==> src/rtl/wb_pkg.sv <==
// Shared definitions for the writeback commit queue: exception bit map,
// ECODE/ESUBCODE constants and the control part of a queue entry.
package wb_pkg;

    // Exception-bus bit indices; a lower index wins when several are set.
    localparam int EBUS_INT    = 0;
    localparam int EBUS_ADEF   = 1;
    localparam int EBUS_TLBR_F = 2;
    localparam int EBUS_PIF    = 3;
    localparam int EBUS_PPI_F  = 4;
    localparam int EBUS_SYS    = 5;
    localparam int EBUS_BRK    = 6;
    localparam int EBUS_INE    = 7;
    localparam int EBUS_IPE    = 8;
    localparam int EBUS_ALE    = 9;
    localparam int EBUS_ADEM   = 10;
    localparam int EBUS_TLBR_M = 11;
    localparam int EBUS_PIL    = 12;
    localparam int EBUS_PIS    = 13;
    localparam int EBUS_PME    = 14;
    localparam int EBUS_PPI_M  = 15;

    localparam logic [5:0] ECODE_INT  = 6'h00;
    localparam logic [5:0] ECODE_PIL  = 6'h01;
    localparam logic [5:0] ECODE_PIS  = 6'h02;
    localparam logic [5:0] ECODE_PIF  = 6'h03;
    localparam logic [5:0] ECODE_PME  = 6'h04;
    localparam logic [5:0] ECODE_PPI  = 6'h07;
    localparam logic [5:0] ECODE_ADE  = 6'h08;
    localparam logic [5:0] ECODE_ALE  = 6'h09;
    localparam logic [5:0] ECODE_SYS  = 6'h0b;
    localparam logic [5:0] ECODE_BRK  = 6'h0c;
    localparam logic [5:0] ECODE_INE  = 6'h0d;
    localparam logic [5:0] ECODE_IPE  = 6'h0e;
    localparam logic [5:0] ECODE_TLBR = 6'h3f;

    localparam logic [8:0] ESUBCODE_ADEF = 9'd0;
    localparam logic [8:0] ESUBCODE_ADEM = 9'd1;

    // Map an exception-bus index to its architectural ECODE.
    function automatic logic [5:0] idx_to_ecode(input int idx);
        case (idx)
            EBUS_INT:                idx_to_ecode = ECODE_INT;
            EBUS_ADEF, EBUS_ADEM:    idx_to_ecode = ECODE_ADE;
            EBUS_TLBR_F, EBUS_TLBR_M: idx_to_ecode = ECODE_TLBR;
            EBUS_PIF:                idx_to_ecode = ECODE_PIF;
            EBUS_PPI_F, EBUS_PPI_M:  idx_to_ecode = ECODE_PPI;
            EBUS_SYS:                idx_to_ecode = ECODE_SYS;
            EBUS_BRK:                idx_to_ecode = ECODE_BRK;
            EBUS_INE:                idx_to_ecode = ECODE_INE;
            EBUS_IPE:                idx_to_ecode = ECODE_IPE;
            EBUS_ALE:                idx_to_ecode = ECODE_ALE;
            EBUS_PIL:                idx_to_ecode = ECODE_PIL;
            EBUS_PIS:                idx_to_ecode = ECODE_PIS;
            EBUS_PME:                idx_to_ecode = ECODE_PME;
            default:                 idx_to_ecode = 6'h00;
        endcase
    endfunction

    // Fixed-width control fields of a queue entry; parameter-width fields
    // (pc, result, vaddr, waddr, ebus) live in their own arrays.
    typedef struct packed {
        logic        rf_we;
        logic        res_from_csr;
        logic [13:0] csr_num;
        logic        ertn;
        logic        refetch;
    } wb_ctrl_t;

endpackage

==> src/rtl/wb_commit_stage_if.sv <==
// MEM-to-writeback request bus: valid/ready handshake plus payload.
interface wb_commit_stage_if #(
    parameter int XLEN  = 32,
    parameter int RAW   = 5,
    parameter int EXC_W = 16
);
    logic             in_valid;
    logic             in_ready;
    logic [XLEN-1:0]  in_pc;
    logic [XLEN-1:0]  in_result;
    logic [XLEN-1:0]  in_vaddr;
    logic             in_rf_we;
    logic [RAW-1:0]   in_rf_waddr;
    logic             in_res_from_csr;
    logic [13:0]      in_csr_num;
    logic             in_ertn;
    logic             in_refetch;
    logic [EXC_W-1:0] in_ebus;

    modport master (
        output in_valid, in_pc, in_result, in_vaddr, in_rf_we, in_rf_waddr,
               in_res_from_csr, in_csr_num, in_ertn, in_refetch, in_ebus,
        input  in_ready
    );

    modport slave (
        input  in_valid, in_pc, in_result, in_vaddr, in_rf_we, in_rf_waddr,
               in_res_from_csr, in_csr_num, in_ertn, in_refetch, in_ebus,
        output in_ready
    );
endinterface

==> src/rtl/exc_prio_enc.sv <==
// Lowest-index-first priority encoder over the exception bus.
module exc_prio_enc
    import wb_pkg::*;
#(
    parameter int EXC_W = 16
) (
    input  logic [EXC_W-1:0] i_vec,
    output logic [EXC_W-1:0] o_onehot,
    output logic [5:0]       o_ecode
);
    // Isolate the lowest set bit.
    assign o_onehot = i_vec & (~i_vec + EXC_W'(1));

    // Scan high-to-low so the lowest set index is the last one kept.
    always_comb begin
        int sel;
        sel = 0;
        for (int i = EXC_W - 1; i >= 0; i--) begin
            if (i_vec[i]) sel = i;
        end
        o_ecode = (|i_vec) ? idx_to_ecode(sel) : 6'd0;
    end
endmodule

==> src/rtl/wb_commit_stage.sv <==
// In-order commit queue between MEM and the register file / CSR unit.
// Retires at most one entry per cycle; exceptions, ertn and refetch raise a
// one-cycle flush that also discards every younger queued entry.
module wb_commit_stage
    import wb_pkg::*;
#(
    parameter int XLEN  = 32,
    parameter int RAW   = 5,
    parameter int EXC_W = 16,
    parameter int DEPTH = 2
) (
    input  logic                     clk,
    input  logic                     resetn,
    wb_commit_stage_if.slave         mem,
    output logic                     csr_re,
    output logic [13:0]              csr_num,
    input  logic                     csr_rvalid,
    input  logic [XLEN-1:0]          csr_rvalue,
    output logic                     rf_we,
    output logic [RAW-1:0]           rf_waddr,
    output logic [XLEN-1:0]          rf_wdata,
    output logic                     ex_valid,
    output logic [5:0]               ex_ecode,
    output logic [8:0]               ex_esubcode,
    output logic [XLEN-1:0]          ex_pc,
    output logic [XLEN-1:0]          ex_vaddr,
    output logic                     ertn_flush,
    output logic                     refetch_flush,
    output logic [XLEN-1:0]          refetch_pc,
    output logic                     flush_out,
    output logic                     byp_valid,
    output logic                     byp_pending,
    output logic [RAW-1:0]           byp_waddr,
    output logic [XLEN-1:0]          byp_wdata,
    output logic [$clog2(DEPTH):0]   occupancy,
    output logic [XLEN-1:0]          debug_wb_pc,
    output logic [3:0]               debug_wb_rf_we,
    output logic [RAW-1:0]           debug_wb_rf_wnum,
    output logic [XLEN-1:0]          debug_wb_rf_wdata
);
    localparam int PW = $clog2(DEPTH);
    localparam int CW = PW + 1;

    logic [PW-1:0]    r_head, r_tail;
    logic [CW-1:0]    r_count;
    wb_ctrl_t         r_ctrl  [DEPTH];
    logic [XLEN-1:0]  r_pc    [DEPTH];
    logic [XLEN-1:0]  r_res   [DEPTH];
    logic [XLEN-1:0]  r_vaddr [DEPTH];
    logic [RAW-1:0]   r_waddr [DEPTH];
    logic [EXC_W-1:0] r_ebus  [DEPTH];

    logic             w_head_valid, w_retire, w_ex, w_flush, w_ready, w_push;
    logic             w_write, w_is_adem;
    wb_ctrl_t         w_hc;
    logic [XLEN-1:0]  w_wdata;
    logic [EXC_W-1:0] w_onehot;
    logic [5:0]       w_ecode;
    logic [PW-1:0]    w_head_nxt;

    assign w_head_valid = (r_count != '0);
    assign w_hc         = r_ctrl[r_head];

    // A CSR-read head may only leave once the CSR unit returns its data.
    assign w_retire = w_head_valid & ~(w_hc.res_from_csr & ~csr_rvalid);
    assign w_ex     = |r_ebus[r_head];

    exc_prio_enc #(.EXC_W(EXC_W)) u_prio (
        .i_vec    (r_ebus[r_head]),
        .o_onehot (w_onehot),
        .o_ecode  (w_ecode)
    );

    generate
        if (EXC_W > EBUS_ADEM) begin : g_adem
            assign w_is_adem = w_onehot[EBUS_ADEM];
        end else begin : g_no_adem
            assign w_is_adem = 1'b0;
        end
    endgenerate

    assign ex_valid      = w_retire & w_ex;
    assign ertn_flush    = w_retire & ~w_ex & w_hc.ertn;
    assign refetch_flush = w_retire & ~w_ex & ~w_hc.ertn & w_hc.refetch;
    assign w_flush       = ex_valid | ertn_flush | refetch_flush;
    assign flush_out     = w_flush;

    assign ex_ecode    = ex_valid ? w_ecode : 6'd0;
    assign ex_esubcode = (ex_valid & w_is_adem) ? ESUBCODE_ADEM : 9'd0;
    assign ex_pc       = ex_valid ? r_pc[r_head] : '0;
    assign ex_vaddr    = ex_valid ? r_vaddr[r_head] : '0;
    assign refetch_pc  = refetch_flush ? (r_pc[r_head] + XLEN'(4)) : '0;

    // Register-file write only for a plain retire (no exception/ertn/refetch).
    assign w_write  = w_retire & ~w_ex & ~w_hc.ertn & ~w_hc.refetch;
    assign w_wdata  = w_hc.res_from_csr ? csr_rvalue : r_res[r_head];
    assign rf_we    = w_write & w_hc.rf_we;
    assign rf_waddr = w_retire ? r_waddr[r_head] : '0;
    assign rf_wdata = w_retire ? w_wdata : '0;

    assign csr_re  = w_head_valid & w_hc.res_from_csr;
    assign csr_num = csr_re ? w_hc.csr_num : 14'd0;

    assign byp_valid   = w_head_valid & w_hc.rf_we & ~w_ex;
    assign byp_pending = csr_re & ~csr_rvalid;
    assign byp_waddr   = byp_valid ? r_waddr[r_head] : '0;
    assign byp_wdata   = byp_valid ? w_wdata : '0;

    assign debug_wb_pc       = w_retire ? r_pc[r_head] : '0;
    assign debug_wb_rf_we    = {4{rf_we}};
    assign debug_wb_rf_wnum  = rf_waddr;
    assign debug_wb_rf_wdata = rf_wdata;

    assign occupancy = r_count;

    // Full queue still accepts when the head leaves, but never during a flush.
    assign w_ready = ~w_flush & ((r_count < CW'(DEPTH)) |
                                 ((r_count == CW'(DEPTH)) & w_retire));
    assign mem.in_ready = w_ready;
    assign w_push       = mem.in_valid & w_ready;
    assign w_head_nxt   = r_head + PW'(w_retire);

    // Pointer/count update; a flush empties the queue behind the retiring head.
    always_ff @(posedge clk or negedge resetn) begin
        if (!resetn) begin
            r_head  <= '0;
            r_tail  <= '0;
            r_count <= '0;
        end else if (w_flush) begin
            r_head  <= w_head_nxt;
            r_tail  <= w_head_nxt;
            r_count <= '0;
        end else begin
            r_head  <= w_head_nxt;
            r_tail  <= r_tail + PW'(w_push);
            r_count <= r_count + CW'(w_push) - CW'(w_retire);
        end
    end

    // Entry storage; contents are only observed while the count covers them.
    always_ff @(posedge clk) begin
        if (w_push) begin
            r_ctrl[r_tail]  <= '{rf_we:        mem.in_rf_we,
                                 res_from_csr: mem.in_res_from_csr,
                                 csr_num:      mem.in_csr_num,
                                 ertn:         mem.in_ertn,
                                 refetch:      mem.in_refetch};
            r_pc[r_tail]    <= mem.in_pc;
            r_res[r_tail]   <= mem.in_result;
            r_vaddr[r_tail] <= mem.in_vaddr;
            r_waddr[r_tail] <= mem.in_rf_waddr;
            r_ebus[r_tail]  <= mem.in_ebus;
        end
    end
endmodule

==> src/flat_wrapper.sv <==
// flat-port wrapper written by rule: the top's interface ports become plain ports
module wb_commit_stage_flat import wb_pkg::*;
#(
    parameter int XLEN  = 32,
    parameter int RAW   = 5,
    parameter int EXC_W = 16,
    parameter int DEPTH = 2
)
  (clk, resetn, csr_re, csr_num, csr_rvalid, csr_rvalue, rf_we, rf_waddr, rf_wdata, ex_valid, ex_ecode, ex_esubcode, ex_pc, ex_vaddr, ertn_flush, refetch_flush, refetch_pc, flush_out, byp_valid, byp_pending, byp_waddr, byp_wdata, occupancy, debug_wb_pc, debug_wb_rf_we, debug_wb_rf_wnum, debug_wb_rf_wdata, mem_in_valid, mem_in_pc, mem_in_result, mem_in_vaddr, mem_in_rf_we, mem_in_rf_waddr, mem_in_res_from_csr, mem_in_csr_num, mem_in_ertn, mem_in_refetch, mem_in_ebus, mem_in_ready);
  wb_commit_stage_if #(.XLEN(XLEN), .RAW(RAW), .EXC_W(EXC_W)) mem_i ();
  input  logic clk;
  input  logic resetn;
  output logic csr_re;
  output logic [13:0] csr_num;
  input  logic csr_rvalid;
  input  logic [XLEN-1:0] csr_rvalue;
  output logic rf_we;
  output logic [RAW-1:0] rf_waddr;
  output logic [XLEN-1:0] rf_wdata;
  output logic ex_valid;
  output logic [5:0] ex_ecode;
  output logic [8:0] ex_esubcode;
  output logic [XLEN-1:0] ex_pc;
  output logic [XLEN-1:0] ex_vaddr;
  output logic ertn_flush;
  output logic refetch_flush;
  output logic [XLEN-1:0] refetch_pc;
  output logic flush_out;
  output logic byp_valid;
  output logic byp_pending;
  output logic [RAW-1:0] byp_waddr;
  output logic [XLEN-1:0] byp_wdata;
  output logic [$clog2(DEPTH):0] occupancy;
  output logic [XLEN-1:0] debug_wb_pc;
  output logic [3:0] debug_wb_rf_we;
  output logic [RAW-1:0] debug_wb_rf_wnum;
  output logic [XLEN-1:0] debug_wb_rf_wdata;
  input wire logic [$bits(mem_i.in_valid)-1:0] mem_in_valid;
  input wire logic [$bits(mem_i.in_pc)-1:0] mem_in_pc;
  input wire logic [$bits(mem_i.in_result)-1:0] mem_in_result;
  input wire logic [$bits(mem_i.in_vaddr)-1:0] mem_in_vaddr;
  input wire logic [$bits(mem_i.in_rf_we)-1:0] mem_in_rf_we;
  input wire logic [$bits(mem_i.in_rf_waddr)-1:0] mem_in_rf_waddr;
  input wire logic [$bits(mem_i.in_res_from_csr)-1:0] mem_in_res_from_csr;
  input wire logic [$bits(mem_i.in_csr_num)-1:0] mem_in_csr_num;
  input wire logic [$bits(mem_i.in_ertn)-1:0] mem_in_ertn;
  input wire logic [$bits(mem_i.in_refetch)-1:0] mem_in_refetch;
  input wire logic [$bits(mem_i.in_ebus)-1:0] mem_in_ebus;
  output wire logic [$bits(mem_i.in_ready)-1:0] mem_in_ready;
  assign mem_i.in_valid = mem_in_valid;
  assign mem_i.in_pc = mem_in_pc;
  assign mem_i.in_result = mem_in_result;
  assign mem_i.in_vaddr = mem_in_vaddr;
  assign mem_i.in_rf_we = mem_in_rf_we;
  assign mem_i.in_rf_waddr = mem_in_rf_waddr;
  assign mem_i.in_res_from_csr = mem_in_res_from_csr;
  assign mem_i.in_csr_num = mem_in_csr_num;
  assign mem_i.in_ertn = mem_in_ertn;
  assign mem_i.in_refetch = mem_in_refetch;
  assign mem_i.in_ebus = mem_in_ebus;
  assign mem_in_ready = mem_i.in_ready;
  wb_commit_stage #(.XLEN(XLEN), .RAW(RAW), .EXC_W(EXC_W), .DEPTH(DEPTH)) u_core (.clk(clk), .resetn(resetn), .mem(mem_i), .csr_re(csr_re), .csr_num(csr_num), .csr_rvalid(csr_rvalid), .csr_rvalue(csr_rvalue), .rf_we(rf_we), .rf_waddr(rf_waddr), .rf_wdata(rf_wdata), .ex_valid(ex_valid), .ex_ecode(ex_ecode), .ex_esubcode(ex_esubcode), .ex_pc(ex_pc), .ex_vaddr(ex_vaddr), .ertn_flush(ertn_flush), .refetch_flush(refetch_flush), .refetch_pc(refetch_pc), .flush_out(flush_out), .byp_valid(byp_valid), .byp_pending(byp_pending), .byp_waddr(byp_waddr), .byp_wdata(byp_wdata), .occupancy(occupancy), .debug_wb_pc(debug_wb_pc), .debug_wb_rf_we(debug_wb_rf_we), .debug_wb_rf_wnum(debug_wb_rf_wnum), .debug_wb_rf_wdata(debug_wb_rf_wdata));
endmodule
==> config.mk <==
export PLATFORM = sky130hd
export DESIGN_NAME = wb_commit_stage_flat
export DESIGN_NICKNAME = d
export VERILOG_FILES = /design/src/rtl/wb_pkg.sv /design/src/rtl/wb_commit_stage_if.sv /design/src/rtl/exc_prio_enc.sv /design/src/rtl/wb_commit_stage.sv /design/src/flat_wrapper.sv
export SDC_FILE = /design/constraint.sdc
export NUM_CORES = 1
export LEC_CHECK = 0
export ABC_AREA = 1
export BUFFER_PORTS_ARGS = -buffer_cell sky130_fd_sc_hd__buf_4
export CORE_MARGIN = 2
export CORE_UTILIZATION = 31
export CTS_CLUSTER_DIAMETER = 150
export CTS_CLUSTER_SIZE = 40
export DETAILED_ROUTE_END_ITERATION = 6
export PLACE_DENSITY = 0.52
export RECOVER_POWER = 50
export SLEW_MARGIN = 15
export SYNTH_ARGS = -nofsm -noshare
export SYNTH_HDL_FRONTEND = slang
export SYNTH_SLANG_ARGS = --single-unit
==> constraint.sdc <==
create_clock -name clk -period 10.1 [get_ports clk]
set_input_delay 1.515 -clock clk [delete_from_list [all_inputs] [get_ports clk]]
set_output_delay 1.515 -clock clk [all_outputs]
set_load 0.02 [all_outputs]
* Word-level counts from Yosys, hierarchy flattened
Memories as Yosys holds them, arrays and structs flattened.
Cells that the tools add are included.
** Operators by class
- Muxes and demuxes :: 34
- Reductions and logical operators :: 3
- Add/sub/neg operators :: 6
- Bitwise gates (word level) :: 28
- $lt $le $gt $ge :: 1
- Equality and inequality tests :: 1
** Operator list (count)
- $mux W32 :: 20
- $add A32 B3 Y32 const B :: 1
- $logic_not A28 Y1 :: 1
- $mux W6 :: 3
- $and A1 B1 Y1 :: 17
- $reduce_or A16 Y1 :: 1
- $mux W14 :: 1
- $mux W4 :: 3
- $add A11 B1 Y11 const B :: 1
- $and A11 B11 Y11 :: 1
- $not A11 Y11 :: 1
- $mux W5 :: 2
- $not A1 Y1 :: 6
- $mux W1 :: 4
- $or A1 B1 Y1 :: 3
- $add A1 B1 Y1 :: 2
- $add A2 B1 Y2 :: 1
- $eq A2 B2 Y1 const B :: 1
- $lt A2 B2 Y1 const B :: 1
- $mux W2 :: 1
- $reduce_bool A2 Y1 :: 1
- $sub A2 B1 Y2 :: 1
** Word-level totals
- Input bits :: 171
- Bits in read-only memories :: 96
- Logic and storage cells :: 83
- Register bits :: 4
- Bits in writable memories :: 270
- Memories :: 7
- Output and inout bits :: 283
** Memory list
- (no name shown) :: words 16, bits a word 6, read ports 1, clocked after Yosys merged registers in 0, wr ports 0, line wb_pkg.sv:42 : case (idx)
- u_core.r_pc :: words 2, bits a word 32, read ports 1, clocked after Yosys merged registers in 0, wr ports 1, line wb_commit_stage.sv:47 : logic [XLEN-1:0] r_pc [DEPTH];
- u_core.r_res :: words 2, bits a word 32, read ports 1, clocked after Yosys merged registers in 0, wr ports 1, line wb_commit_stage.sv:48 : logic [XLEN-1:0] r_res [DEPTH];
- u_core.r_vaddr :: words 2, bits a word 32, read ports 1, clocked after Yosys merged registers in 0, wr ports 1, line wb_commit_stage.sv:49 : logic [XLEN-1:0] r_vaddr [DEPTH];
- u_core.r_ctrl :: words 2, bits a word 18, read ports 1, clocked after Yosys merged registers in 0, wr ports 1, line wb_commit_stage.sv:46 : wb_ctrl_t r_ctrl [DEPTH];
- u_core.r_ebus :: words 2, bits a word 16, read ports 1, clocked after Yosys merged registers in 0, wr ports 1, line wb_commit_stage.sv:51 : logic [EXC_W-1:0] r_ebus [DEPTH];
- 1 more memories

* Logic depth before layout (Yosys ltp)
Gate-level depths: netlist of run 1.
An unclocked memory read counts as a cell.
- Depth after elaboration :: 21
- Depth in mapped cells :: 28
- Gate-level depth less buffers :: 26

* Hierarchy
Synthesis of run 1 repeated with hierarchy kept, for this count alone.
** Second synthesis, totals
- Cells, all modules :: 1446
- Area total of the unflattened synthesis :: 13780.7 um^2
** Modules (own cells, without submodules)
- wb_commit_stage :: cells an instance 1339, seq. area each 8207.9 um^2, area each 13225.2 um^2, times used 1
- exc_prio_enc :: cells an instance 107, seq. area each 0.0 um^2, area each 555.5 um^2, times used 1

* Least setup slack after synthesis of run 1
Ideal clock, no wire load.
- Kind :: in2reg
- Start :: in csr_rvalid
- End :: mem u_core.r_ctrl[1][0] (netlist bit), enable pin
- Path buffers :: 0
- Setup slack :: 4.015 ns
- Stages :: 6
- Arrival :: 5.574 ns
- Cells stage by stage :: nor2_1 > nor2_2 > inv_2 > a31oi_2 > nor3b_1 > ha_1
** Between the ends
- Cells in the longest elaborated chain, start to end :: 13
- Elaborated cells between the ends (all ways) :: 18
- Those cells by class :: mux: 2; bitwise: 16
** Ends and longest elaborated chain
- start, declared :: line flat_wrapper.sv:15 : input logic csr_rvalid;
- $not A1 Y1 * :: line wb_commit_stage.sv:65 : assign w_retire = w_head_valid & ~(w_hc.res_from_csr & ~csr_rvalid);
- $and A1 B1 Y1 * :: line wb_commit_stage.sv:65
- $not A1 Y1 * :: line wb_commit_stage.sv:65
- $and A1 B1 Y1 * :: line wb_commit_stage.sv:65
- $and A1 B1 Y1 :: line wb_commit_stage.sv:83, wb_commit_stage.sv:84
- $and A1 B1 Y1 (on tied branches) :: line wb_commit_stage.sv:83, wb_commit_stage.sv:84
- $or A1 B1 Y1 / $and A1 B1 Y1 (equally long branches) :: line wb_commit_stage.sv:85, wb_commit_stage.sv:84
- $or A1 B1 Y1 * :: line wb_commit_stage.sv:85 : assign w_flush = ex_valid | ertn_flush | refetch_flush;
- via flush_out :: line flat_wrapper.sv:28 : output logic flush_out;
- $not A1 Y1 * :: line wb_commit_stage.sv:117 : assign w_ready = ~w_flush & ((r_count < CW'(DEPTH)) |
- $and A1 B1 Y1 * :: line wb_commit_stage.sv:117
- $and A1 B1 Y1 * :: line wb_commit_stage.sv:120 : assign w_push = mem.in_valid & w_ready;
- $mux W1 * :: line wb_commit_stage.sv:142 : if (w_push) begin
- $mux W1 (implied by the code) * :: line wb_commit_stage.sv:143 : r_ctrl[r_tail] <= '{rf_we: mem.in_rf_we,
- end, declared :: line wb_commit_stage.sv:46
Mark *: on every way through the listed nets, which the timed path passes. The rest lies on a longest branch.

* Worst setup path in the final report of run 1
- Start :: reg u_core.r_head
- End :: out ex_ecode[2]
** Between the ends
- Cells in the longest elaborated chain, start to end :: 21
- Elaborated cells between the ends (all ways) :: 28
- Those cells by class :: mux: 19; bitwise: 4; reduce/logical: 2; memory: 3
** Ends and longest elaborated chain
- start, declared :: line wb_commit_stage.sv:44 : logic [PW-1:0] r_head, r_tail;
- start signal, assigned :: line wb_commit_stage.sv:130 : r_head <= w_head_nxt;
- start signal, assigned :: line wb_commit_stage.sv:134 : r_head <= w_head_nxt;
- $mem_v2 Z2 W16
- $mux W4 (3 in a row) :: line exc_prio_enc.sv:19 : if (i_vec[i]) sel = i;
- $mux W32 (13 in a row) :: line exc_prio_enc.sv:19
- $mem_v2 Z16 W6
- $mux W6 :: line wb_pkg.sv:42
- $mux W6 :: line exc_prio_enc.sv:21 : o_ecode = (|i_vec) ? idx_to_ecode(sel) : 6'd0;
- $mux W6 * :: line wb_commit_stage.sv:88 : assign ex_ecode = ex_valid ? w_ecode : 6'd0;
- end, declared :: line flat_wrapper.sv:21 : output logic [5:0] ex_ecode;
Every way passes the cells marked *; elsewhere a longest branch is shown, timed or not.

==> flow_metrics.py, run 1 <==
metrics = {
    "outcome": {
        "outcome": "complete, but fails checks",
        "violations": "capacitance limit, slew limit",
    },
    "flow_run": {
        "maxCapViolations": 1,
    },
    "synth": {
        "synth_top_area_share_pct": 63.98,
        "syn_inst": 1194,
        "synthArstFlopShare_pct": 1.460,
        "ys_top_cells_by_area": "edfxtp_1 64%, nor2_1 7.6%, nand2_1 5.8%",
        "ys_warn_count": 0,
        "synth_cell_type_count": 48,
        "ys_seq_elements": 274,
        "yosysTopAreaCell": "edfxtp_1",
        "syn_avg_cell_area_sq_um": 10.61,
        "ys_seq_area_share_pct": 64.77,
        "ys.flop_type": "edfxtp_1",
        "netlist_area_sq_um": 12670,
        "synth_edf_count": 270,
    },
    "critical_path": {
        "critPathMaxFanout": 52,
        "worstRegToRegCells": 8,
        "worst_setup_path_start_kind": "flip-flop",
        "endpoint_kind": "output port",
        "worst-setup-path-type": "reg2out",
        "cp.required_ps": 8590,
        "r2r-end": "u_core.r_vaddr[1][19]$_DFFE_PP_",
        "critPathArrivalTime_ps": 6180,
        "reg2reg_slack_ps": 3110,
        "r2r-start": "u_core.r_head$_DFF_PN0_",
    },
    "floorplan": {
        "fp.dieH_microns": 206.2,
        "initial_core_util_pct": 31.25,
        "core_area_sq_um": 40550,
        "fp.dieW_microns": 206.2,
        "io_pins": 454,
        "die_area_sq_um": 42510,
        "fp-row-count": 74,
    },
    "worst_hold_path": {
        "hold_depth": 3,
        "worstHoldStart": "u_core.r_tail$_DFF_PN0_",
        "worstHoldEndpoint": "u_core.r_tail$_DFF_PN0_",
        "hp-class": "reg2reg",
    },
    "finish": {
        "multiInputGateArea_sq_um": 3595,
        "stdcell_count": 2097,
        "final_util_pct": 40.03,
        "syn2layout_area_growth_pct": 28.10,
        "nets": 1743,
        "drive_gt1_share_pct": 29.73,
        "fin_area_sq_um": 16230,
        "seqCellArea_sq_um": 8212,
        "fill_cells": 4015,
    },
    "placed_design": {
        "post-place-cells": 2082,
        "gp_congestion": 0.8764,
        "placed_cell_area_sq_um": 16170,
        "portBuffers": 445,
        "dp_hpwl_microns": 26760,
        "pre_cts_slack_ps": 4241,
    },
    "timing": {
        "max_freq_mhz": 130.0,
        "setup_tns_ps": 0,
        "rsz0062_at_grt": "no",
        "finalSetupViolCount": 0,
        "slew_headroom_pct": -76.66,
        "setup_ws_ps": 2409,
        "final_max_slew_viol_count": 53,
        "min_period_over_period_pct": 76.15,
        "skew_ps": 22.17,
        "worst_pin_slew_ps": 2650,
        "holdWs_ps": 774.4,
        "final_hold_viol_count": 0,
        "final.min_clock_period_ps": 7691,
    },
    "grt": {
        "grtUsageTotal_pct": 16.42,
        "grt_pass1_wl_microns": 53410,
        "overflow": 0,
        "antenna_found_initial": 3,
        "grt_start_max_net_pins": 75,
        "grt_pass1_vias": 9087,
    },
    "clocking": {
        "cts_tree": "yes",
        "cts_setup_buffers": 0,
        "ctsHoldBuffers": 0,
        "cts.path.max_buffers": 3,
        "cts_made_buffers": 10,
        "cts-root-buf": "clkbuf_16",
        "clk_pin_slew_worst_paths_ps": 140,
        "htreeDepth": 1,
        "insertion_delay_ps": 500,
        "post_cts_resized": 0,
        "cts_sinks": 274,
    },
    "route": {
        "ant_nets": 0,
        "wire_per_inst_microns": 17.76,
        "vias": 9535,
        "drt-initial-drc-count": 604,
        "drt_wl_total_microns": 37240,
        "via_per_inst": 4.547,
        "drc": 0,
        "drt-pass1-iter-count": 5,
    },
    "power": {
        "power.total_mw": 4.671,
        "leakage_nw": 6.704,
        "power.density_nw_per_um2": 287.7,
        "ir_drop_mv": 0.1916,
    },
}
==> critical path: stages (launching register included) <==
cell,delay [ps]
dfrtp_4,780
buf_4,590
clkbuf_1,1930
mux2i_4,460
nor2_1,130
nor2_2,230
nand2_2,440
buf_4,420
inv_1,190
nand2_1,100
o31ai_1,90
nand2_1,80
inv_1,60
buf_4,130
==> sequential cells by signal (all words and copies together) (netlist names) <==
signal / flops
u_core.occupancy: 2
u_core.r_ctrl: 36
u_core.r_ebus: 32
u_core.r_head: 1
u_core.r_pc: 64
u_core.r_res: 64
u_core.r_tail: 1
u_core.r_vaddr: 64
u_core.r_waddr: 10
==> worst max-delay path by stage <==
stage,to,slack (ps),from
6_report,ex_ecode[2],2410,u_core.r_head$_DFF_PN0_
5_1_grt,ex_ecode[2],1720,u_core.r_head$_DFF_PN0_
4_1_cts,ex_ecode[2],3660,u_core.r_head$_DFF_PN0_
3_5_place_dp,ex_ecode[2],4240,u_core.r_head$_DFF_PN0_
3_3_place_gp,ex_ecode[2],4320,u_core.r_head$_DFF_PN0_
2_1_floorplan,u_core.r_ctrl[1][0]$_DFFE_PP_,4010,csr_rvalid
==> layout make-up <==
| class | count | area share (%) |
|---|---|---|
| Sequential cell | 274 | 50.59 |
| Multi-Input combinational cell | 748 | 22.14 |
| Timing Repair Buffer | 454 | 19.63 |
| Tap cell | 532 | 4.100 |
| Clock buffer | 13 | 1.742 |
| Inverter | 74 | 1.727 |
| Clock inverter | 1 | 0.05395 |
| Antenna cell | 1 | 0.01542 |
==> cells by family (layout without fill, tap and decap cells) <==
family          Yosys count  in the layout  synth area share, %
compound gates          174            174                7.247
mux                      20             20                1.580
fa+ha+maj                10             10               0.9874
buf+inv                 179            542                7.336
other cells               1              9              0.02959
xor+xnor                  8              8               0.5529
flops                   274            274                64.77
simple gates            528            528                17.50
==> Yosys cell counts (10+ instances only) <==
master / n
buf_4: 53
a21oi_1: 65
nor2_1: 255
edfxtp_1: 270
clkbuf_1: 31
nand3_1: 13
buf_2: 12
o21ai_0: 88
mux2i_1: 20
inv_1: 66
nand2_1: 195
or2_2: 20
ha_1: 10
==> where the power goes <==
part           total, mW  internal [mW]  switching, mW
clock              0.526          0.202          0.324
sequential          1.62           1.54         0.0799
combinational       2.52          0.817           1.71
total               4.67           2.56           2.11
==> cells in the final DEF (no fill, tap or decap), types with 3 or more instances in the layout <==
master	n
buf_4	308
nor2_2	6
o21ai_1	8
nor2_4	5
dfrtp_1	3
mux2i_1	19
or2_1	3
edfxtp_1	270
conb_1	8
ha_1	8
clkbuf_16	11
nor2_1	255
nand2_2	6
nand3_1	13
clkbuf_4	87
nor3_1	8
clkbuf_1	61
nand4_1	5
or2_2	20
inv_1	66
o21ai_0	88
a21oi_1	65
inv_2	6
nand2_1	194
xor2_1	7
==> layer usage <==
metal	vias up	part of all wire (%)	global-route usage, %
li1	4695	-	-
met1	4488	42	20.93
met2	303	48	27.91
met3	45	7.6	4.147
met4	4	2.2	4.031
met5	-	0.075	0
(Power assumes the default switching activity.)
==> run 2, diff against run 1 <==
--- a/config.mk
+++ b/config.mk
@@ -5,7 +5,7 @@
 export SDC_FILE = /design/constraint.sdc
 export NUM_CORES = 1
 export LEC_CHECK = 0
-export ABC_AREA = 1
+export ABC_AREA = 0
 export BUFFER_PORTS_ARGS = -buffer_cell sky130_fd_sc_hd__buf_4
 export CORE_MARGIN = 2
 export CORE_UTILIZATION = 31
==> constraint.sdc (replaced) <==
create_clock -name clk -period 7.9 [get_ports clk]
set_input_delay 1.185 -clock clk [delete_from_list [all_inputs] [get_ports clk]]
set_output_delay 1.185 -clock clk [all_outputs]
set_load 0.02 [all_outputs]
==> run 2 against run 1 <==
- the flow now finishes without violations
- clock skew grew 2.4 ps
- total power rose by 23%
- critical path depth fell by 4
- setup slack worse by 190 ps
- sequential share of layout area increased by 0.32 points
- combinational power is 17% higher
- highest routed layer is now met4
- count of clock-buffer cells in the layout grew 1
- critical endpoint is now refetch_pc[31]
- global-route usage down 1.0 points
- critical path type unchanged
- cell count decreased by 9.2%
==> flow_metrics.py, run 2 <==
metrics = {
    "outcome": {
        "outcome": "finished, final reports clean",
    },
    "floorplan": {
        "initial_core_util_pct": 31.26,
        "die_area_sq_um": 42530,
        "fp.dieH_microns": 206.2,
        "fp-row-count": 74,
        "fp.dieW_microns": 206.2,
        "io_pins": 454,
        "core_area_sq_um": 40550,
    },
    "critical_path": {
        "critPathMaxFanout": 60,
        "endpoint_kind": "output port",
        "critPathArrivalTime_ps": 4500,
        "reg2reg_slack_ps": 2880,
        "r2r-start": "u_core.r_head$_DFF_PN0_",
        "worst_setup_path_start_kind": "flip-flop",
        "r2r-end": "u_core.r_vaddr[0][23]$_DFFE_PP_",
        "cp.required_ps": 6710,
        "worst-setup-path-type": "reg2out",
        "worstRegToRegCells": 9,
    },
    "finish": {
        "drive_gt1_share_pct": 28.35,
        "reg_top3": "u_core.r_pc x64, u_core.r_res x64, u_core.r_vaddr x64",
        "multiInputGateArea_sq_um": 3810,
        "antenna_cells": 0,
        "seqCellArea_sq_um": 8208,
        "fill_cells": 4029,
        "stdcell_count": 1904,
        "layout_common_cells": "270 x edfxtp_1, 250 x buf_4, 240 x nor2_1, 116 x mux2i_1, 110 x clkbuf_1",
        "syn2layout_area_growth_pct": 27.19,
        "nets": 1550,
        "final_common_cell": "edfxtp_1",
    },
    "route": {
        "drt-pass1-iter-count": 5,
        "drt-initial-drc-count": 405,
        "drt_wl_total_microns": 34730,
        "vias": 8631,
        "ant_nets": 0,
        "via_per_inst": 4.533,
        "wire_per_inst_microns": 18.24,
        "drc": 0,
    },
    "synth": {
        "synthArstFlopShare_pct": 1.460,
        "ys_seq_elements": 274,
        "yosysMostFrequentCell": "edfxtp_1",
        "syn_inst": 995,
        "ys.flop_type": "edfxtp_1",
        "synth_edf_count": 270,
        "synthTopCellsByCount": "270 x edfxtp_1, 240 x nor2_1, 117 x mux2i_1",
        "netlist_area_sq_um": 12680,
        "ys_warn_count": 0,
        "synth_cell_type_count": 61,
        "ys_seq_area_share_pct": 64.75,
        "synth_top_area_share_pct": 63.96,
        "yosysTopAreaCell": "edfxtp_1",
        "ys_top_cells_by_area": "edfxtp_1 64%, mux2i_1 9.2%, nor2_1 7.1%",
        "syn_avg_cell_area_sq_um": 12.74,
    },
    "clocking": {
        "cts_setup_buffers": 0,
        "clk_pin_slew_worst_paths_ps": 130,
        "htreeDepth": 1,
        "cts-root-buf": "clkbuf_16",
        "post_cts_resized": 0,
        "insertion_delay_ps": 500,
        "cts.path.max_buffers": 3,
        "cts_tree": "yes",
        "cts_sinks": 274,
        "ctsHoldBuffers": 0,
        "cts_made_buffers": 10,
    },
    "grt": {
        "overflow": 0,
        "grt_start_max_net_pins": 75,
        "grt_pass1_vias": 8364,
        "grt_pass1_wl_microns": 49780,
        "antenna_found_initial": 2,
        "grtUsageTotal_pct": 15.38,
    },
    "timing": {
        "final.min_clock_period_ps": 5684,
        "final_max_slew_viol_count": 0,
        "max_freq_mhz": 175.9,
        "worst_pin_slew_ps": 1022,
        "slew_headroom_pct": 31.88,
        "skew_ps": 24.60,
        "setup_ws_ps": 2216,
        "final_hold_viol_count": 0,
        "finalSetupViolCount": 0,
        "min_period_over_period_pct": 71.95,
        "rsz0062_at_grt": "no",
        "setup_tns_ps": 0,
    },
    "worst_hold_path": {
        "hp-class": "in2async",
    },
    "placed_design": {
        "dp_hpwl_microns": 25010,
        "gp_congestion": 0.8005,
        "pre_cts_slack_ps": 3104,
        "post-place-cells": 1889,
        "portBuffers": 445,
    },
    "power": {
        "ir_drop_mv": 0.1898,
        "leakage_nw": 6.426,
        "power.density_nw_per_um2": 355.3,
    },
    "flow_run": {
        "maxCapViolations": 0,
    },
}
## run 2: where the power goes
group          switching (mW)  internal (mW)  total (mW)
logic                    1.94          0.998        2.94
registers               0.111           1.97        2.08
clock network           0.411          0.300       0.711
## run 2: worst max-delay path, cell delays in order, from the launching register on
cell	delay (ps)
dfrtp_1	990
buf_4	790
mux2i_1	350
a2111o_1	480
nand2b_4	180
or4_4	480
nor4_4	240
xor2_1	180
nor2_1	60
buf_4	170
## run 2: kinds of logic (layout without fill, tap and decap cells)
kind of cell | after synthesis | in the layout | synth area share (%)
xor+xnor | 30 | 30 | 2.073
compound gates | 80 | 80 | 3.879
buf+inv | 121 | 491 | 5.724
fa+ha+maj | 10 | 10 | 0.9870
mux | 121 | 121 | 9.593
other cells | 1 | 8 | 0.02958
flops | 274 | 274 | 64.75
simple gates | 358 | 358 | 12.97
## run 2: area by class of cell
cell class	instances	share of cell area (%)
timing repair buffer	455	18.83
sequential	274	50.90
inverter	21	0.4889
clock inverter	1	0.1862
clock buffer	14	1.839
multi-input combinational	607	23.63
tap	532	4.128
## run 2: metal layers
metal	wire [microns]	share of wire (%)	global-route usage, %
met1	14370	41	19.24
met2	17370	50	27.09
met3	2629	7.6	4.021
met4	364	1.0	2.449
met5	0	0	0
## run 2: per-stage QoR
stage	util, %	total power [mW]	area (sq um)	hold WS, ps
2_1_floorplan	-	4.168	12700	701.2
3_3_place_gp	40.00	5.260	16220	680.6
3_5_place_dp	40.00	5.250	16220	691.6
4_1_cts	40.80	5.971	16550	432.7
5_1_grt	39.76	6.090	16120	489.1
6_report	39.76	5.729	16120	506.7
## run 2: worst max-delay path by stage
stage                                         end  slack, ps                     from  cells past startpoint
finish                             refetch_pc[31]       2220  u_core.r_head$_DFF_PN0_                      9
detailed placement  u_core.r_ctrl[0][0]$_DFFE_PP_       3100               csr_rvalid                      8
floorplan           u_core.r_ctrl[1][0]$_DFFE_PP_       1590  u_core.r_head$_DFF_PN0_                     10
CTS                                refetch_pc[31]       2570  u_core.r_head$_DFF_PN0_                      9
global placement    u_core.r_res[1][14]$_DFFE_PP_       3180               csr_rvalid                      8
global route                       refetch_pc[30]       1890  u_core.r_head$_DFF_PN0_                      9
==> run 3, diff against run 2 <==
--- a/config.mk
+++ b/config.mk
@@ -5,7 +5,7 @@
 export SDC_FILE = /design/constraint.sdc
 export NUM_CORES = 1
 export LEC_CHECK = 0
-export ABC_AREA = 0
+export ABC_AREA = 1
 export BUFFER_PORTS_ARGS = -buffer_cell sky130_fd_sc_hd__buf_4
 export CORE_MARGIN = 2
 export CORE_UTILIZATION = 31
==> constraint.sdc (replaced) <==
create_clock -name clk -period 5.8 [get_ports clk]
set_input_delay 0.87 -clock clk [delete_from_list [all_inputs] [get_ports clk]]
set_output_delay 0.87 -clock clk [all_outputs]
set_load 0.02 [all_outputs]
==> run 3 against run 2 <==
- the run now ends with capacitance limit, slew limit left
- first-iteration DRC count rose by 45%
- sequential power up 37%
- final area grew 1.1%
- register-to-register slack lost 2100 ps
- via count is 10% higher
- setup slack lost 1400 ps
- critical path depth did not move
- largest cell class unchanged
- largest power group unchanged
- utilization up 0.43 points
==> flow_metrics.py, run 3 (same netlist as run 1, synthesis figures left out) <==
metrics = {
    "floorplan": {
        "core_area_sq_um": 40550,
        "die_area_sq_um": 42510,
        "fp-row-count": 74,
        "fp.dieH_microns": 206.2,
        "io_pins": 454,
        "fp.dieW_microns": 206.2,
        "initial_core_util_pct": 31.25,
    },
    "clocking": {
        "cts-root-buf": "clkbuf_16",
        "cts_made_buffers": 10,
        "post_cts_resized": 0,
        "cts_setup_buffers": 0,
        "cts_tree": "yes",
        "ctsHoldBuffers": 0,
        "cts_sinks": 274,
        "cts.path.max_buffers": 3,
        "insertion_delay_ps": 510,
        "clk_pin_slew_worst_paths_ps": 150,
        "htreeDepth": 1,
    },
    "power": {
        "ir_drop_mv": 0.3008,
        "power.density_nw_per_um2": 498.4,
        "leakage_nw": 6.747,
    },
    "finish": {
        "layout_common_cells": "308 x buf_4, 270 x edfxtp_1, 255 x nor2_1, 195 x nand2_1, 89 x clkbuf_4",
        "final_common_cell": "buf_4",
        "stdcell_count": 2103,
        "nets": 1749,
        "drive_gt1_share_pct": 30.06,
        "syn2layout_area_growth_pct": 28.61,
        "fill_cells": 4065,
        "seqCellArea_sq_um": 8212,
        "multiInputGateArea_sq_um": 3592,
        "reg_top3": "u_core.r_pc x64, u_core.r_res x64, u_core.r_vaddr x64",
    },
    "timing": {
        "holdWs_ps": 176.9,
        "setup_tns_ps": 0,
        "finalSetupViolCount": 0,
        "min_period_over_period_pct": 86.45,
        "final_hold_viol_count": 0,
        "final.min_clock_period_ps": 5014,
        "skew_ps": 24.68,
        "final_max_slew_viol_count": 58,
        "slew_headroom_pct": -7.965,
        "worst_pin_slew_ps": 1619,
        "rsz0062_at_grt": "no",
        "max_freq_mhz": 199.4,
    },
    "route": {
        "wire_per_inst_microns": 17.54,
        "via_per_inst": 4.528,
        "drc": 0,
        "vias": 9522,
        "ant_nets": 0,
        "drt_wl_total_microns": 36890,
        "drt-initial-drc-count": 589,
        "drt-pass1-iter-count": 5,
    },
    "outcome": {
        "violations": "capacitance limit, slew limit",
        "outcome": "complete, but fails checks",
    },
    "worst_hold_path": {
        "hp-class": "in2async",
    },
    "critical_path": {
        "endpoint_kind": "flip-flop",
        "critPathMaxFanout": 57,
        "worst-setup-path-type": "reg2reg",
        "cp.required_ps": 5910,
        "critPathArrivalTime_ps": 5120,
        "critical_path.cell_chain": "clkbuf_2, mux2i_4, nor2_1, nor2_2, inv_1, a31oi_1, nor3b_1, ha_4, clkbuf_2",
        "crit_top_cell": "clkbuf_2",
        "slowest_delay_ps": 1140,
        "slowest_stage": "clkbuf_2",
        "worst_setup_path_start_kind": "flip-flop",
    },
    "grt": {
        "grt_pass1_wl_microns": 53080,
        "grt_pass1_vias": 9073,
        "grtUsageTotal_pct": 16.26,
        "met1_usage_pct": 20.64,
        "grt.busiest_layer": "met2",
        "grt_start_max_net_pins": 70,
        "antenna_found_initial": 3,
        "use_met3_pct": 4.478,
        "overflow": 0,
        "use_met2_pct": 27.89,
    },
    "placed_design": {
        "gp_congestion": 0.8454,
        "post-place-cells": 2088,
        "portBuffers": 445,
        "dp_hpwl_microns": 26520,
    },
    "flow_run": {
        "maxCapViolations": 1,
    },
}
## run 3: layout make-up
| type | count | share of cell area, % |
|---|---|---|
| Clock inverter | 1 | 0.05374 |
| Sequential cell | 274 | 50.38 |
| Timing Repair Buffer | 460 | 19.97 |
| Tap cell | 532 | 4.084 |
| Multi-Input combinational cell | 748 | 22.04 |
| Inverter | 74 | 1.720 |
| Clock buffer | 13 | 1.735 |
| Antenna cell | 1 | 0.01535 |
## run 3: worst paths after layout
kind	slack (ps)	cells past startpoint	endpoint	from
worst max-delay path	790	9	u_core.r_vaddr[1][18]$_DFFE_PP_	u_core.r_head$_DFF_PN0_
worst min-delay path	180	1	u_core.occupancy[1]$_DFF_PN0_	resetn
worst max register to register	790	9	u_core.r_vaddr[1][18]$_DFFE_PP_	u_core.r_head$_DFF_PN0_
worst min register to register	760	3	u_core.occupancy[1]$_DFF_PN0_	u_core.occupancy[1]$_DFF_PN0_
max in group asynchronous	5370	1	u_core.r_head$_DFF_PN0_	resetn
min in group clk	560	1	u_core.r_vaddr[0][0]$_DFFE_PP_	mem_in_vaddr[0]
## run 3: critical path: cells and delay by family, from the launching register on
| family | cells | cell delay [ps] |
|---|---|---|
| AOI/OAI and AO/OA | 1 | 100 |
| adders and majority gates | 1 | 230 |
| buffers and inverters | 3 | 2080 |
| DFF | 1 | 940 |
| muxes | 1 | 130 |
| and+or+nand+nor | 3 | 1050 |
## run 3: routing by layer
metal / up-vias / wire (microns) / part of all wire [%]
met5: - / 33 / 0.089
li1: 4692 / - / -
met1: 4490 / 15350 / 42
met2: 306 / 17990 / 49
met3: 30 / 3064 / 8.3
met4: 4 / 450 / 1.2
## run 3: metrics by stage
stage	util (%)	area, sq um	worst slack (ps)	power (mW)
2_1_floorplan	-	12700	115.6	5.739
3_3_place_gp	40.07	16250	1329	7.361
3_5_place_dp	40.07	16250	1299	7.371
4_1_cts	40.79	16540	718.3	8.302
5_1_grt	40.19	16300	289.9	8.696
6_report	40.19	16300	785.9	8.123
## run 3: power by group
part | switching, mW | total (mW) | internal, mW | leakage (nW)
sequential | 0.162 | 2.85 | 2.68 | 2.53
combinational | 2.94 | 4.36 | 1.42 | 4.07
clock | 0.568 | 0.921 | 0.352 | 0.142
